[src/rtl/minhash_pkg.sv]
// rtl/minhash_pkg.sv - shared encodings, widths and FSM type for the minhash signature path
package minhash_pkg;

    localparam int DEFAULT_SIGNATURE_WIDTH = 32;
    localparam int DEFAULT_INDEX_WIDTH     = 10;
    localparam logic [31:0] DEFAULT_HASH_MULT = 32'h9E3779B1;

    localparam logic [2:0] BASE_A = 3'd0;
    localparam logic [2:0] BASE_C = 3'd1;
    localparam logic [2:0] BASE_G = 3'd2;
    localparam logic [2:0] BASE_T = 3'd3;
    localparam logic [2:0] BASE_N = 3'd4;

    typedef enum logic [1:0] {
        GEN_IDLE,
        GEN_RUN,
        GEN_FLUSH,
        GEN_DONE
    } gen_state_t;

    // Every code from BASE_N upward is an ambiguous call.
    function automatic logic is_ambiguous(input logic [2:0] b);
        return b >= BASE_N;
    endfunction

endpackage

[src/rtl/kmer_hash.sv]
// rtl/kmer_hash.sv - two-stage registered multiplicative hash with emit/index sideband
module kmer_hash
    import minhash_pkg::*;
#(
    parameter int KMER_WIDTH      = 32,
    parameter int SIGNATURE_WIDTH = DEFAULT_SIGNATURE_WIDTH,
    parameter int INDEX_WIDTH     = DEFAULT_INDEX_WIDTH,
    parameter logic [SIGNATURE_WIDTH-1:0] HASH_MULT = SIGNATURE_WIDTH'(DEFAULT_HASH_MULT)
) (
    input  logic                       clk,
    input  logic                       rst_n,
    input  logic                       emit,
    input  logic [KMER_WIDTH-1:0]      kmer,
    input  logic [INDEX_WIDTH-1:0]     index,
    output logic                       valid_out,
    output logic [SIGNATURE_WIDTH-1:0] signature_out,
    output logic [INDEX_WIDTH-1:0]     index_out
);

    logic                   s1_emit;
    logic [KMER_WIDTH-1:0]  s1_kmer;
    logic [INDEX_WIDTH-1:0] s1_index;

    // Only the low SIGNATURE_WIDTH bits of the product are kept, and those depend
    // only on the low SIGNATURE_WIDTH bits of each operand.
    always_ff @(posedge clk or negedge rst_n) begin
        if (!rst_n) begin
            s1_emit       <= 1'b0;
            s1_kmer       <= '0;
            s1_index      <= '0;
            valid_out     <= 1'b0;
            signature_out <= '0;
            index_out     <= '0;
        end else begin
            s1_emit   <= emit;
            valid_out <= s1_emit;
            if (emit) begin
                s1_kmer  <= kmer;
                s1_index <= index;
            end
            if (s1_emit) begin
                signature_out <= SIGNATURE_WIDTH'(s1_kmer) * HASH_MULT;
                index_out     <= s1_index;
            end
        end
    end

endmodule

[src/rtl/kmer_signature_gen.sv]
// rtl/kmer_signature_gen.sv - rolling K-mer former feeding signatures to the bottom-k sorter
module kmer_signature_gen
    import minhash_pkg::*;
#(
    parameter int K               = 16,
    parameter int SIGNATURE_WIDTH = DEFAULT_SIGNATURE_WIDTH,
    parameter int INDEX_WIDTH     = DEFAULT_INDEX_WIDTH,
    parameter logic [SIGNATURE_WIDTH-1:0] HASH_MULT = SIGNATURE_WIDTH'(DEFAULT_HASH_MULT)
) (
    input  logic                       clk,
    input  logic                       rst_n,
    input  logic                       base_valid,
    output logic                       base_ready,
    input  logic [2:0]                 base_in,
    input  logic                       base_last,
    output logic                       valid_out,
    output logic [SIGNATURE_WIDTH-1:0] signature_out,
    output logic [INDEX_WIDTH-1:0]     index_out,
    output logic                       overflow,
    output logic                       done
);

    localparam int KW = 2 * K;
    localparam int PW = INDEX_WIDTH + 1;
    localparam logic [5:0]    FILL_MAX    = 6'(K);
    localparam logic [PW-1:0] POS_MAX     = '1;
    localparam logic [PW-1:0] K_OFFSET    = PW'(K - 1);
    localparam logic [63:0]   LAST_OK_POS = 64'((64'd1 << INDEX_WIDTH) + 64'(K) - 64'd2);

    gen_state_t             state;
    logic [KW-1:0]          window;
    logic [5:0]             fill;
    logic [PW-1:0]          pos;
    logic                   flush_cnt;
    logic                   emit_q;
    logic [INDEX_WIDTH-1:0] start_q;

    logic                   accept;
    logic                   is_n;
    logic                   kmer_full;
    logic                   emit;
    logic                   start_ovf;
    logic [INDEX_WIDTH-1:0] start_idx;

    assign accept    = base_valid && base_ready;
    assign is_n      = is_ambiguous(base_in);
    assign kmer_full = (fill >= FILL_MAX - 6'd1);
    assign emit      = accept && !is_n && kmer_full;
    assign start_ovf = 64'(pos) > LAST_OK_POS;
    assign start_idx = INDEX_WIDTH'(pos - K_OFFSET);

    always_ff @(posedge clk or negedge rst_n) begin
        if (!rst_n) begin
            state      <= GEN_IDLE;
            base_ready <= 1'b0;
            window     <= '0;
            fill       <= '0;
            pos        <= '0;
            flush_cnt  <= 1'b0;
            emit_q     <= 1'b0;
            start_q    <= '0;
            overflow   <= 1'b0;
            done       <= 1'b0;
        end else begin
            emit_q <= 1'b0;
            done   <= 1'b0;
            if (accept) begin
                window <= {window[KW-3:0], base_in[1:0]};
                fill   <= is_n ? 6'd0 : (kmer_full ? FILL_MAX : fill + 6'd1);
                // Saturating keeps start positions monotonic on very long sequences.
                if (pos != POS_MAX) pos <= pos + PW'(1);
                if (emit) begin
                    if (start_ovf) begin
                        overflow <= 1'b1;
                    end else begin
                        emit_q  <= 1'b1;
                        start_q <= start_idx;
                    end
                end
            end
            case (state)
                GEN_IDLE, GEN_RUN: begin
                    base_ready <= 1'b1;
                    if (accept) begin
                        state      <= base_last ? GEN_FLUSH : GEN_RUN;
                        base_ready <= !base_last;
                        flush_cnt  <= 1'b0;
                    end
                end
                GEN_FLUSH: begin
                    flush_cnt <= 1'b1;
                    if (flush_cnt) state <= GEN_DONE;
                end
                GEN_DONE: begin
                    done       <= 1'b1;
                    state      <= GEN_IDLE;
                    base_ready <= 1'b1;
                    window     <= '0;
                    fill       <= '0;
                    pos        <= '0;
                    overflow   <= 1'b0;
                end
                default: state <= GEN_IDLE;
            endcase
        end
    end

    kmer_hash #(
        .KMER_WIDTH      (KW),
        .SIGNATURE_WIDTH (SIGNATURE_WIDTH),
        .INDEX_WIDTH     (INDEX_WIDTH),
        .HASH_MULT       (HASH_MULT)
    ) u_hash (
        .clk           (clk),
        .rst_n         (rst_n),
        .emit          (emit_q),
        .kmer          (window),
        .index         (start_q),
        .valid_out     (valid_out),
        .signature_out (signature_out),
        .index_out     (index_out)
    );

endmodule

[config.mk]
export PLATFORM = sky130hd
export DESIGN_NAME = kmer_signature_gen
export DESIGN_NICKNAME = d
export VERILOG_FILES = /design/src/rtl/minhash_pkg.sv /design/src/rtl/kmer_hash.sv /design/src/rtl/kmer_signature_gen.sv
export SDC_FILE = /design/constraint.sdc
export NUM_CORES = 1
export LEC_CHECK = 0
export ABC_AREA = 1
export CORE_MARGIN = 4
export CORE_UTILIZATION = 42
export CTS_CLUSTER_DIAMETER = 30
export CTS_CLUSTER_SIZE = 16
export DETAILED_ROUTE_END_ITERATION = 8
export PLACE_DENSITY_LB_ADDON = 0.1
export SLEW_MARGIN = 20
export SYNTH_ARGS = -nofsm -noshare
export SYNTH_HDL_FRONTEND = slang
export SYNTH_SLANG_ARGS = --single-unit
[constraint.sdc]
create_clock -name clk -period 12.5 [get_ports clk]
set_input_delay 3.125 -clock clk [delete_from_list [all_inputs] [get_ports clk]]
set_output_delay 3.125 -clock clk [all_outputs]
set_load 0.005 [all_outputs]
# --- Word-level counts from Yosys, hierarchy flattened ---
# Cells that the tools add are included.
classes:
  n_addsub: 3
  mul: 1
  div_mod_pow: 0
  n_lt_le_gt_ge: 3
  n_eq_ne: 6
  shift: 0
  muxes: 25
  n_bitwise: 1
  n_reduce_logical: 18
op_table:
  columns: ["cell", "n"]
  rows:
  - ["$mux W32", 2]
  - ["$mux W11", 3]
  - ["$mul A32 B32 Y32 const B", 1]
  - ["$mux W6", 4]
  - ["$reduce_bool A2 Y1", 6]
  - ["$add A11 B1 Y11 const B", 1]
  - ["$gt A11 B11 Y1 const B", 1]
  - ["$ne A11 B11 Y1 const B", 1]
  - ["$mux W1", 10]
  - ["$sub A10 B4 Y10 const B", 1]
  - ["$add A6 B1 Y6 const B", 1]
  - ["$ge A6 B4 Y1 const B", 1]
  - ["$mux W2", 3]
  - ["$pmux W2 S3", 1]
  - ["$reduce_and A2 Y1", 3]
  - ["$reduce_and A3 Y1", 2]
  - ["$eq A2 B2 Y1 const B", 2]
  - ["$ne A2 B2 Y1 const B", 2]
  - ["$pmux W1 S2", 2]
  - ["$ge A3 B3 Y1 const B", 1]
  - ["$logic_and A1 B1 Y1", 3]
  - ["$eq A2 B1 Y1 const B", 1]
  - ["$logic_not A1 Y1", 2]
  - ["$logic_not A2 Y1", 1]
  - ["other kinds (2)", 2]
word_totals:
  reg_bits: 152
  latchBits: 0
  ramBits: 0
  mem_bits_ro: 0
  output_inout_bits: 46
  wordCells: 73
  memories: 0

# --- Depth between registers and ports, before layout ---
logic_depth:
  depth_word: 7
  ltp_mapped: 29

# --- By module ---
# Synthesis repeated with hierarchy kept, for this count alone.
unflattened:
  hier_cells: 1704
  hier_area_um2: 15408.5
by_module_without_submodules:
  columns: ["mod", "instances", "cells_per_inst", "area_each_um2"]
  rows:
  - ["kmer_hash", 1, 1363, 12453.2]
  - ["kmer_signature_gen", 1, 341, 2955.3]

# --- Least setup slack after synthesis ---
# OpenSTA, ideal clock, no wires.
synth_timing:
  path_type: "reg2reg"
  from: "register u_hash.s1_kmer[5]"
  to: "register u_hash.signature_out[27]"
  setup_time_ns: 0.118
  arrival_time_ns: 6.020
  required_time_ns: 12.382
  setup_slack_ns: 6.362
  stages_incl_launch_ff: 26
  n_path_buf: 0
  path_cell_list: "dfrtp_1 > inv_1 > fa_1 > inv_1 > fa_1 > fa_1 > inv_1 > fa_1 > inv_1 > fa_1 > inv_1 > fa_1 > inv_1 > fa_1 > inv_1 > fa_1 > inv_1 > ha_1 > a21oi_1 > nand2_1 > a21oi_1 > nand3_1 > a21o_1 > or2_1 > nand3_1 > nand2_1"
synth_between:
  elab_chain_len: 1
synth_rtl:
  columns: ["item", "line", "text"]
  rows:
  - ["from (decl)", "kmer_hash.sv:21", "logic [KMER_WIDTH-1:0] s1_kmer;"]
  - ["from (signal assigned)", "kmer_hash.sv:38", "s1_kmer <= kmer;"]
  - ["$mul A32 B32 Y32", "kmer_hash.sv:42", "signature_out <= SIGNATURE_WIDTH'(s1_kmer) * HASH_MULT;"]
  - ["to (signal assigned)", "kmer_hash.sv:42", null]
  - ["to (decl)", "kmer_hash.sv:16", "output logic [SIGNATURE_WIDTH-1:0] signature_out,"]
# No other way between the ends.
# A chain may end at the register's enable or synchronous reset.

# --- Worst setup path after layout ---
layout_timing:
  from: "register u_hash.s1_kmer[4]"
  to: "register u_hash.signature_out[27]"
# The elaborated chain is that of the path after synthesis.

==> metrics.md <==
| Metric | Value |
|---|---|
| Status | `finished, final reports clean` |
| Synth Area per Inst | `9.12 um2` |
| Hold Slack | `~0.47 ns` |
| Vias/cell | `~4.9` |
| First-pass GRT wire length | `roughly 64 mm` |
| Net Count, Synth | `a little over 2,000` |
| Worst-path clk slew | `0.07 ns` |
| Leakage power | `between 9 and 10 nW` |
| Root Driver | `clkbuf_16` |
| Clk_lat worst skew | `~0.45 ns` |
| Post-synth EDFFs | `0` |
| Layout cells sized above 1 | `under 10%` |
| Clock Skews | `around 0.012 ns` |
| Effective utilization at floorplan | `between 40 and 50%` |
| I/O Buffers | `52` |
| Yosys reg bits | `approximately 150` |
| Pins Over Slew Limit | `0` |
| Register area | `between 0.003 and 0.004 mm2` |
| Critical path arrival | `7.41 ns` |
| Max-cap violations | `0` |
| CTS tree | `yes` |
| Peak VDD IR | `~0.096 mV` |
| Max Root-Sink Buffers | `2` |
| Fmax | `142 MHz` |
| Fin cells | `between 2,000 and 2,500` |
| Area of the multi-input gates | `approximately 0.0094 mm2` |
| Vias | `about 11,000` |
| Post-CTS Hold Fix Bufs | `0` |
| Measured slew at the worst slew-check pin | `roughly 1 ns` |
| ANT cells | `0` |
| Min Tclk post-route | `7.06 ns` |
| Initial DRC count | `486` |
| Initial antenna violation count | `0` |
| GRT overflow | `0` |
| Cell taking the most area after synthesis | `fa_1` |
| Die ar. | `0.0390 mm2` |
| Core Area | `roughly 0.035 mm2` |
| Largest net degree at the start of global routing | `88` |
| Hold Crit Class | `reg2reg` |
| Crit. End Element | `flop` |
| Row cnt | `around 70` |
| Synth warnings | `0` |
| Prevailing post-synth register cell | `dfrtp_1` |
| CP max stage delay | `~0.77 ns` |
| Asr flop ratio synth | `100%` |
| Final wirelength | `about 40 mm` |
| Area share of the largest cell type after synthesis | `between 20% and 30%` |
| Seq/Total Area, Yosys | `25.2%` |
| I/O pins | `53` |
| Final hold violations | `0` |
| Post-Syn Area | `about 0.015 mm2` |
| Synth Instances | `about 1,700` |
| Largest delay share family, worst path | `adder cells` |
| Clock sink count | `152` |
| Final setup fails | `0` |
| CP Max Fanout | `9` |
| Pwr/cell area | `approximately 75 mW/mm2` |
| Dpl hpwl | `~32 mm` |
| RSZ-0062 raised after global routing | `false` |
| Post-route ant nets | `0` |
| Placed insts | `2,147` |
| Worst EP required | `between 10 and 15 ns` |
| Die Y | `roughly 200 um` |
| Number of global-route vias before repair | `~11,000` |
| Synthesis-to-layout area growth | `10.8%` |
| Fillers | `roughly 3,500` |
| Util after Layout | `between 40% and 50%` |
| Synth top area cells | `fa_1 (27%), dfrtp_1 (25%), ha_1 (16%)` |
| Post-CTS Setup Bufs | `0` |
| Slew HR | `32.8%` |
| Depth of the CTS H-tree | `4` |
| Die width | `roughly 200 um` |
| Final net count | `roughly 2,100` |
| WP buf/inv | `8` |
| Drt drc | `0` |
| Post-cts sizing count | `0` |
| Kind of critical path | `reg2reg` |
| Crit share post-route | `a little under three fifths` |
| Total track usage | `a little over a fifth` |
| GPL Wtd Cong | `roughly 0.96` |
| CTS buffer count | `17` |
| Crit path max-delay cell type | `dfrtp_1` |
| Setup crit start kind | `flop` |
| Drt wl/cell | `about 18 um` |
| Count of cell types in the netlist | `39` |
| Sum Neg Setup Slack | `0 ns` |
| Pre-antenna DRT Iters | `5` |
## registers in the layout, indices dropped and copies added (netlist names)
name                  flops
u_hash.s1_kmer           32
u_hash.signature_out     32
emit_q                    1
u_hash.s1_emit            1
flush_cnt                 1
window                   32
u_hash.s1_index          10
start_q                  10
u_hash.valid_out          1
state                     2
pos                      11
overflow                  1
fill                      6
done                      1
u_hash.index_out         10
base_ready                1
## placed cells by master, fill, tap and decap left out, types with 6 or more instances in the layout
| master | instances |
|---|---|
| nand3_1 | 50 |
| dfrtp_1 | 151 |
| nand4_1 | 9 |
| inv_1 | 449 |
| nor2_1 | 58 |
| xnor2_1 | 13 |
| nor3_1 | 9 |
| nand2_1 | 259 |
| clkdlybuf4s50_1 | 51 |
| o21ai_0 | 66 |
| a21oi_1 | 36 |
| inv_2 | 10 |
| a31oi_1 | 12 |
| clkbuf_16 | 17 |
| fa_1 | 204 |
| o22ai_1 | 30 |
| xor2_1 | 12 |
| or2_1 | 11 |
| o21ai_1 | 23 |
| ha_1 | 190 |
| buf_4 | 6 |
## cells by family (layout without fill, tap and decap cells)
logic type               after synthesis  after routing  synth area share [%]
buffers and inverters                486            550                  12.1
AND/OR/NAND/NOR                      413            413                  11.5
adder cells (fa/ha/maj)              394            394                  42.8
AO/OA/AOI/OAI                        183            183                  6.75
flip-flops                           152            152                  25.2
XOR/XNOR                              25             25                  1.45
multiplexers                           1              1                0.0747
## synth_stat cells (5+ instances only)
master,instances
a31oi_1,12
inv_2,10
a21oi_1,36
o21bai_1,5
o21ai_1,23
o22ai_1,30
inv_1,449
o21ai_0,66
nor3_1,9
fa_1,204
clkbuf_1,21
ha_1,190
nand3_1,50
nand2_1,260
nor2_1,58
xor2_1,12
nand4_1,9
xnor2_1,13
dfrtp_1,152
or2_1,11
## layout make-up
class | instances | area share (%)
multi-input combinational | 1016 | 56.5
tap | 461 | 3.45
sequential | 152 | 22.8
clock inverter | 14 | 0.958
clock buffer | 18 | 2.57
timing repair buffer | 58 | 3.39
inverter | 460 | 10.3
## per-layer routing
metal | share of wire (%) | global-route usage (%) | vias to the layer above | wire [um]
met1 | 46 | 29.6 | 5244 | 18000
met2 | 49 | 36.6 | 160 | 19400
met5 | 0 | 0 | - | 0
met3 | 2.6 | 2.56 | 39 | 1010
li1 | - | - | 5141 | -
met4 | 2.2 | 5.68 | 0 | 857
## report_power, final
group          leakage [nW]  switching [mW]  internal [mW]  total [mW]
logic                  6.64           0.111         0.0509       0.162
clock network         0.283           0.245          0.284       0.529
registers              2.10          0.0274          0.534       0.561
## worst paths after layout
kind                       cells past startpoint                                start                                   end  slack (ns)
hold reg to reg                                2  u_hash.signature_out[1]$_DFFE_PN0P_   u_hash.signature_out[1]$_DFFE_PN0P_        0.47
min in group asynchronous                      1                                rst_n         u_hash.s1_kmer[9]$_DFFE_PN0P_        2.69
hold / removal                                 2  u_hash.signature_out[1]$_DFFE_PN0P_   u_hash.signature_out[1]$_DFFE_PN0P_        0.47
setup / recovery                              25        u_hash.s1_kmer[4]$_DFFE_PN0P_  u_hash.signature_out[27]$_DFFE_PN0P_        5.44
max in group asynchronous                      2                                rst_n        u_hash.s1_index[8]$_DFFE_PN0P_        8.45
setup reg to reg                              25        u_hash.s1_kmer[4]$_DFFE_PN0P_  u_hash.signature_out[27]$_DFFE_PN0P_        5.44
## stage by stage
stage / worst slack (ns) / instance area (um2) / total power, mW
floorplan: 6.36 / 15100 / 0.676
global placement: 5.45 / 16100 / 0.733
detailed placement: 5.45 / 16100 / 0.735
CTS: 5.45 / 16700 / 1.27
global route: 5.03 / 16700 / 1.31
finish: 5.44 / 16700 / 1.25
## tightest hold or removal path, cell delays in order (launching register included)
cell	delay, ns
dfrtp_1	0.34
nand2_1	0.05
nand2_1	0.05
Note: power is estimated with default switching activity, not from simulation.
==> RTL change 1: new RTL, same flow settings <==
`K`: 16 -> 8.
--- a/src/rtl/kmer_signature_gen.sv
+++ b/src/rtl/kmer_signature_gen.sv
@@ -2,7 +2,7 @@
 module kmer_signature_gen
     import minhash_pkg::*;
 #(
-    parameter int K               = 16,
+    parameter int K               = 8,
     parameter int SIGNATURE_WIDTH = DEFAULT_SIGNATURE_WIDTH,
     parameter int INDEX_WIDTH     = DEFAULT_INDEX_WIDTH,
     parameter logic [SIGNATURE_WIDTH-1:0] HASH_MULT = SIGNATURE_WIDTH'(DEFAULT_HASH_MULT)
Behaviour: no difference found for any inputs over 10 cycles, from zero or initial values and one cycle with rst_n low; that may be too few to reach the edited logic, so the function may still have changed.
==> RTL change 1 against the original RTL <==
Power is 6.4% lower; synthesized area is 25% lower; critical endpoint is now u_hash.signature_out[23]; wire length is 25% lower; sequential cell count is 32 lower; setup slack better by 1300 ps; utilization is 1.4 points higher; design area is 24% lower; via count is 21% lower; largest cell class unchanged.
==> RTL change 1: results (changes against the original RTL) <==
* Run status: complete, no violations (unchanged)
* Worst-path maximum fanout at 7 (was 9)
* Syn_nets at 1569 (was 2055)
* Final Skew at 19.73 ps (was 12.40 ps)
* Max_slew headroom at 39.93% (was 32.85%)
* WL final at 29.41 mm (was 39.28 mm)
* Hold_sp: u_hash.index_out[5] (was u_hash.signature_out[1])
* Worst EP arrival at 6040 ps (was 7410 ps)
* Top Registers: u_hash.signature_out x32, u_hash.s1_kmer x16, window x16 (was u_hash.s1_kmer x32, u_hash.signature_out x32, window x32)
* Min cycle time layout at 5722 ps (was 7064 ps)
* Total GRT Usage at 21.19% (was 21.59%)
* Critical Path Max Stage Delay at 720 ps (was 770 ps)
* Hold WS at 472.6 ps (was 473.3 ps)
* DRT iter0 DRCs at 325 (was 486)
* Post-synthesis sequential area ratio at 26.58% (was 25.22%)
* Layout cells sized above 1 at 3.916% (was 3.609%)
* Reg-to-reg endpoint: u_hash.signature_out[23] (was u_hash.signature_out[27])
* VDD IR max at 0.09546 mV (was 0.09598 mV)
* Area after DPL at 0.01218 mm^2 (was 0.01612 mm^2)
* Vias after detailed routing at 8321 (was 10580)
* Routability congestion estimate at 0.9449 (was 0.9595)
* Area contributors post-synth: dfrtp_1, fa_1, ha_1 (was fa_1, dfrtp_1, ha_1)
* Switch share at 34.00% (was 30.63%)
* Drt wl/cell at 17.16 um (was 18.03 um)
* Post-Syn Instances at 1310 (was 1654)
* Placed wire-length estimate at 24.64 mm (was 32.37 mm)
* P_leak at 0.006933 uW (was 0.009026 uW)
* Root Buffer: clkbuf_16 (unchanged)
* Clock Latency Late Sink at 430 ps (was 450 ps)
==> RTL change 1: cell count changes in the layout (fill, tap and decap cells not counted), sizes merged, moves of 5 or more <==
cell and delta:
o21ai -17, ha -78, dfrtp -32, nor2 +15, xnor2 -5, fa -64
inv -139, nand4 +10, or2 -8, o22ai -16, nand3 -7
==> RTL change 1: metal layers <==
| metal | up-vias | track usage [%] | share of wire [%] |
|---|---|---|---|
| li1 | 4141 | - | - |
| met1 | 4016 | 28.24 | 46 |
| met2 | 135 | 35.67 | 48 |
| met3 | 29 | 3.567 | 3.5 |
| met4 | 0 | 6.459 | 2.6 |
| met5 | - | 0 | 0 |
==> RTL change 1: power by group through the flow <==
stage / combinational (uW) / clock (uW) / sequential (uW)
finish: 231 / 485 / 456
global route: 268 / 517 / 461
CTS: 237 / 501 / 456
detailed placement: 237 / 0 / 463
global placement: 234 / 0 / 462
floorplan: 172 / 0 / 454
==> RTL change 1: logic make-up (layout without fill, tap and decap cells) <==
family / Yosys count / in the layout / synth area share [%]
multiplexers: 1 / 1 / 0.09967
adder cells (fa/ha/maj): 252 / 252 / 37.21
XOR/XNOR: 21 / 21 / 1.628
AND/OR/NAND/NOR: 431 / 431 / 15.67
flip-flops: 120 / 120 / 26.58
buffers and inverters: 336 / 405 / 11.27
AO/OA/AOI/OAI: 149 / 149 / 7.531
==> RTL change 1: layout make-up <==
| cell class | count | area, um^2 | area share (%) |
|---|---|---|---|
| Clock buffer | 17 | 425.4 | 3.336 |
| Clock inverter | 15 | 147.6 | 1.158 |
| Inverter | 317 | 1190 | 9.330 |
| Multi-Input combinational cell | 854 | 7020 | 55.05 |
| Sequential cell | 120 | 3003 | 23.55 |
| Tap cell | 335 | 419.2 | 3.287 |
| Timing Repair Buffer | 56 | 548.0 | 4.297 |
==> RTL change 2: new RTL, same settings <==
Without the edit above. Re-encode `gen_state_t` (4 states) as one-hot, 4 bits wide.
--- a/src/rtl/minhash_pkg.sv
+++ b/src/rtl/minhash_pkg.sv
@@ -11,11 +11,11 @@
     localparam logic [2:0] BASE_T = 3'd3;
     localparam logic [2:0] BASE_N = 3'd4;
 
-    typedef enum logic [1:0] {
-        GEN_IDLE,
-        GEN_RUN,
-        GEN_FLUSH,
-        GEN_DONE
+    typedef enum logic [3:0] {
+        GEN_IDLE  = 4'b0001,
+        GEN_RUN   = 4'b0010,
+        GEN_FLUSH = 4'b0100,
+        GEN_DONE  = 4'b1000
     } gen_state_t;
 
     // Every code from BASE_N upward is an ambiguous call.
Function: no difference found for any inputs over 10 cycles, from zero or initial values and one cycle with rst_n low; not proved beyond that.
==> RTL change 2 against the original RTL <==
Sequential cell count is 2 higher; design area is 2.4% higher; combinational power is 60% higher; synthesized area is 2.9% higher; non-clock buffer count is 1 lower; power is 9.5% higher; wire length is 1.2% lower; setup slack worse by 210 ps; die area is 2.7% higher; sequential power is 9.4% higher.
==> RTL change 2: results (changes against the original RTL) <==
* Run status: complete, no violations (unchanged)
* WL final at 38.81 mm (was 39.28 mm)
* Post_cts resized at 0 (unchanged)
* CP Launch Point: u_hash.s1_kmer[5] (was u_hash.s1_kmer[4])
* Layout cells sized above 1 at 3.490% (was 3.609%)
* Post-Syn Instances at 1745 (was 1654)
* Total GRT Usage at 20.21% (was 21.59%)
* VDD IR max at 0.1055 mV (was 0.09598 mV)
* Reg2reg path depth at 26 (was 25)
* Drt wl/cell at 17.07 um (was 18.03 um)
* Tcrit/Tclk final at 58.21% (was 56.51%)
* CP Capture Point: u_hash.signature_out[21] (was u_hash.signature_out[27])
* Worst EP arrival at 7600 ps (was 7410 ps)
* Post-synthesis sequential area ratio at 24.85% (was 25.22%)
* Vias in the first global route at 11660 (was 11470)
* Routability congestion estimate at 0.8722 (was 0.9595)
* Clock Latency Late Sink at 440 ps
* P_leak at 0.009321 uW (was 0.009026 uW)
* CTS max path bufs at 2 (unchanged)
* Final Skew at 11.75 ps (was 12.40 ps)
* Setup WS pre-CTS at 5279 ps (was 5449 ps)
* DRT iter0 DRCs at 577 (was 486)
* Placed wire-length estimate at 32.03 mm (was 32.37 mm)
* Distinct cells, synth at 42 (was 39)
* Worst slew pin tran at 864.9 ps (was 1007 ps)
* Synth cell count leaders: inv_1, nand2_1, fa_1 (unchanged)
* DP Cell Count at 2241 (was 2147)
* DR pass1 iterations at 6 (was 5)
* Top_reg_cell synth: dfrtp_1 (unchanged)
* Largest net degree at the start of global routing at 85 (was 88)
* Reg2Reg Setup Slack at 5220 ps (was 5440 ps)
* Vias per inst at 4.773 (was 4.857)
* Syn_nets at 2146 (was 2055)
* Yosys Warn Count at 0 (unchanged)
RTL change 2: area by class of cell:
class | instances | area [um^2]
Fill cell | 3619 | 19420
Multi-Input combinational cell | 1053 | 9627
Sequential cell | 154 | 3856
Inverter | 509 | 1911
Tap cell | 468 | 585.6
Timing Repair Buffer | 57 | 563.0
Clock buffer | 18 | 429.2
Clock inverter | 14 | 135.1
RTL change 2: through the flow:
stage / util, % / power, uW / area (um^2) / hold WS, ps
after detailed placement: 45.28 / 885.7 / 16540 / 466.1
after global routing: 46.84 / 1465 / 17110 / 500.8
after floorplan: - / 804.0 / 15510 / 370.4
after CTS: 46.83 / 1392 / 17100 / 481.9
final: 46.84 / 1371 / 17110 / 477.3
after global placement: 45.28 / 878.4 / 16540 / 461.0
RTL change 2: cells by family (layout without fill, tap and decap cells):
| family | Yosys count | after routing | share of synthesized area (%) |
|---|---|---|---|
| AOI/OAI and AO/OA | 210 | 210 | 7.406 |
| and+or+nand+nor | 418 | 418 | 11.24 |
| adders and majority gates | 394 | 394 | 41.66 |
| xor gates and xnor gates | 30 | 30 | 1.694 |
| buffers and inverters | 538 | 598 | 13.08 |
| DFF | 154 | 154 | 24.85 |
| muxes | 1 | 1 | 0.07260 |
RTL change 2: how the worst min path moves through the flow:
stage | startpoint | to
after floorplan | emit_q | u_hash.s1_emit
after global placement | start_q[2] | start_q[2]
after detailed placement | u_hash.signature_out[1] | u_hash.signature_out[1]
after CTS | u_hash.signature_out[1] | u_hash.signature_out[1]
after global routing | window[24] | u_hash.s1_kmer[24]
final | u_hash.signature_out[1] | u_hash.signature_out[1]
RTL change 2: report_power, final:
group	switching [uW]	leakage, uW	internal, uW	total (uW)
sequential	47.9	0.00200	567	614
combinational	163	0.00705	95.7	259
clock	234	0.000276	263	497
RTL change 2: routing by layer:
| layer | track usage [%] | wire, um | vias up |
|---|---|---|---|
| met5 | 0 | 0 | - |
| met4 | 5.631 | 952 | 0 |
| met3 | 2.898 | 1179 | 40 |
| met2 | 33.95 | 18740 | 147 |
| met1 | 27.61 | 17940 | 5304 |
| li1 | - | - | 5357 |
RTL change 2: worst max-delay path, cell delays in order (launching register included):
cell,delay [ps]
dfrtp_1,810
inv_1,320
fa_1,570
inv_1,60
fa_1,370
fa_1,510
inv_1,60
fa_1,480
inv_1,60
fa_1,510
inv_1,50
fa_1,470
inv_1,50
fa_1,530
inv_1,60
fa_1,520
inv_1,40
ha_1,360
a21oi_1,240
nand2_1,140
a21oi_1,120
o21ai_0,210
nand2_1,110
nand2_1,80
or2_2,280
nand3_1,70
nand2_1,60
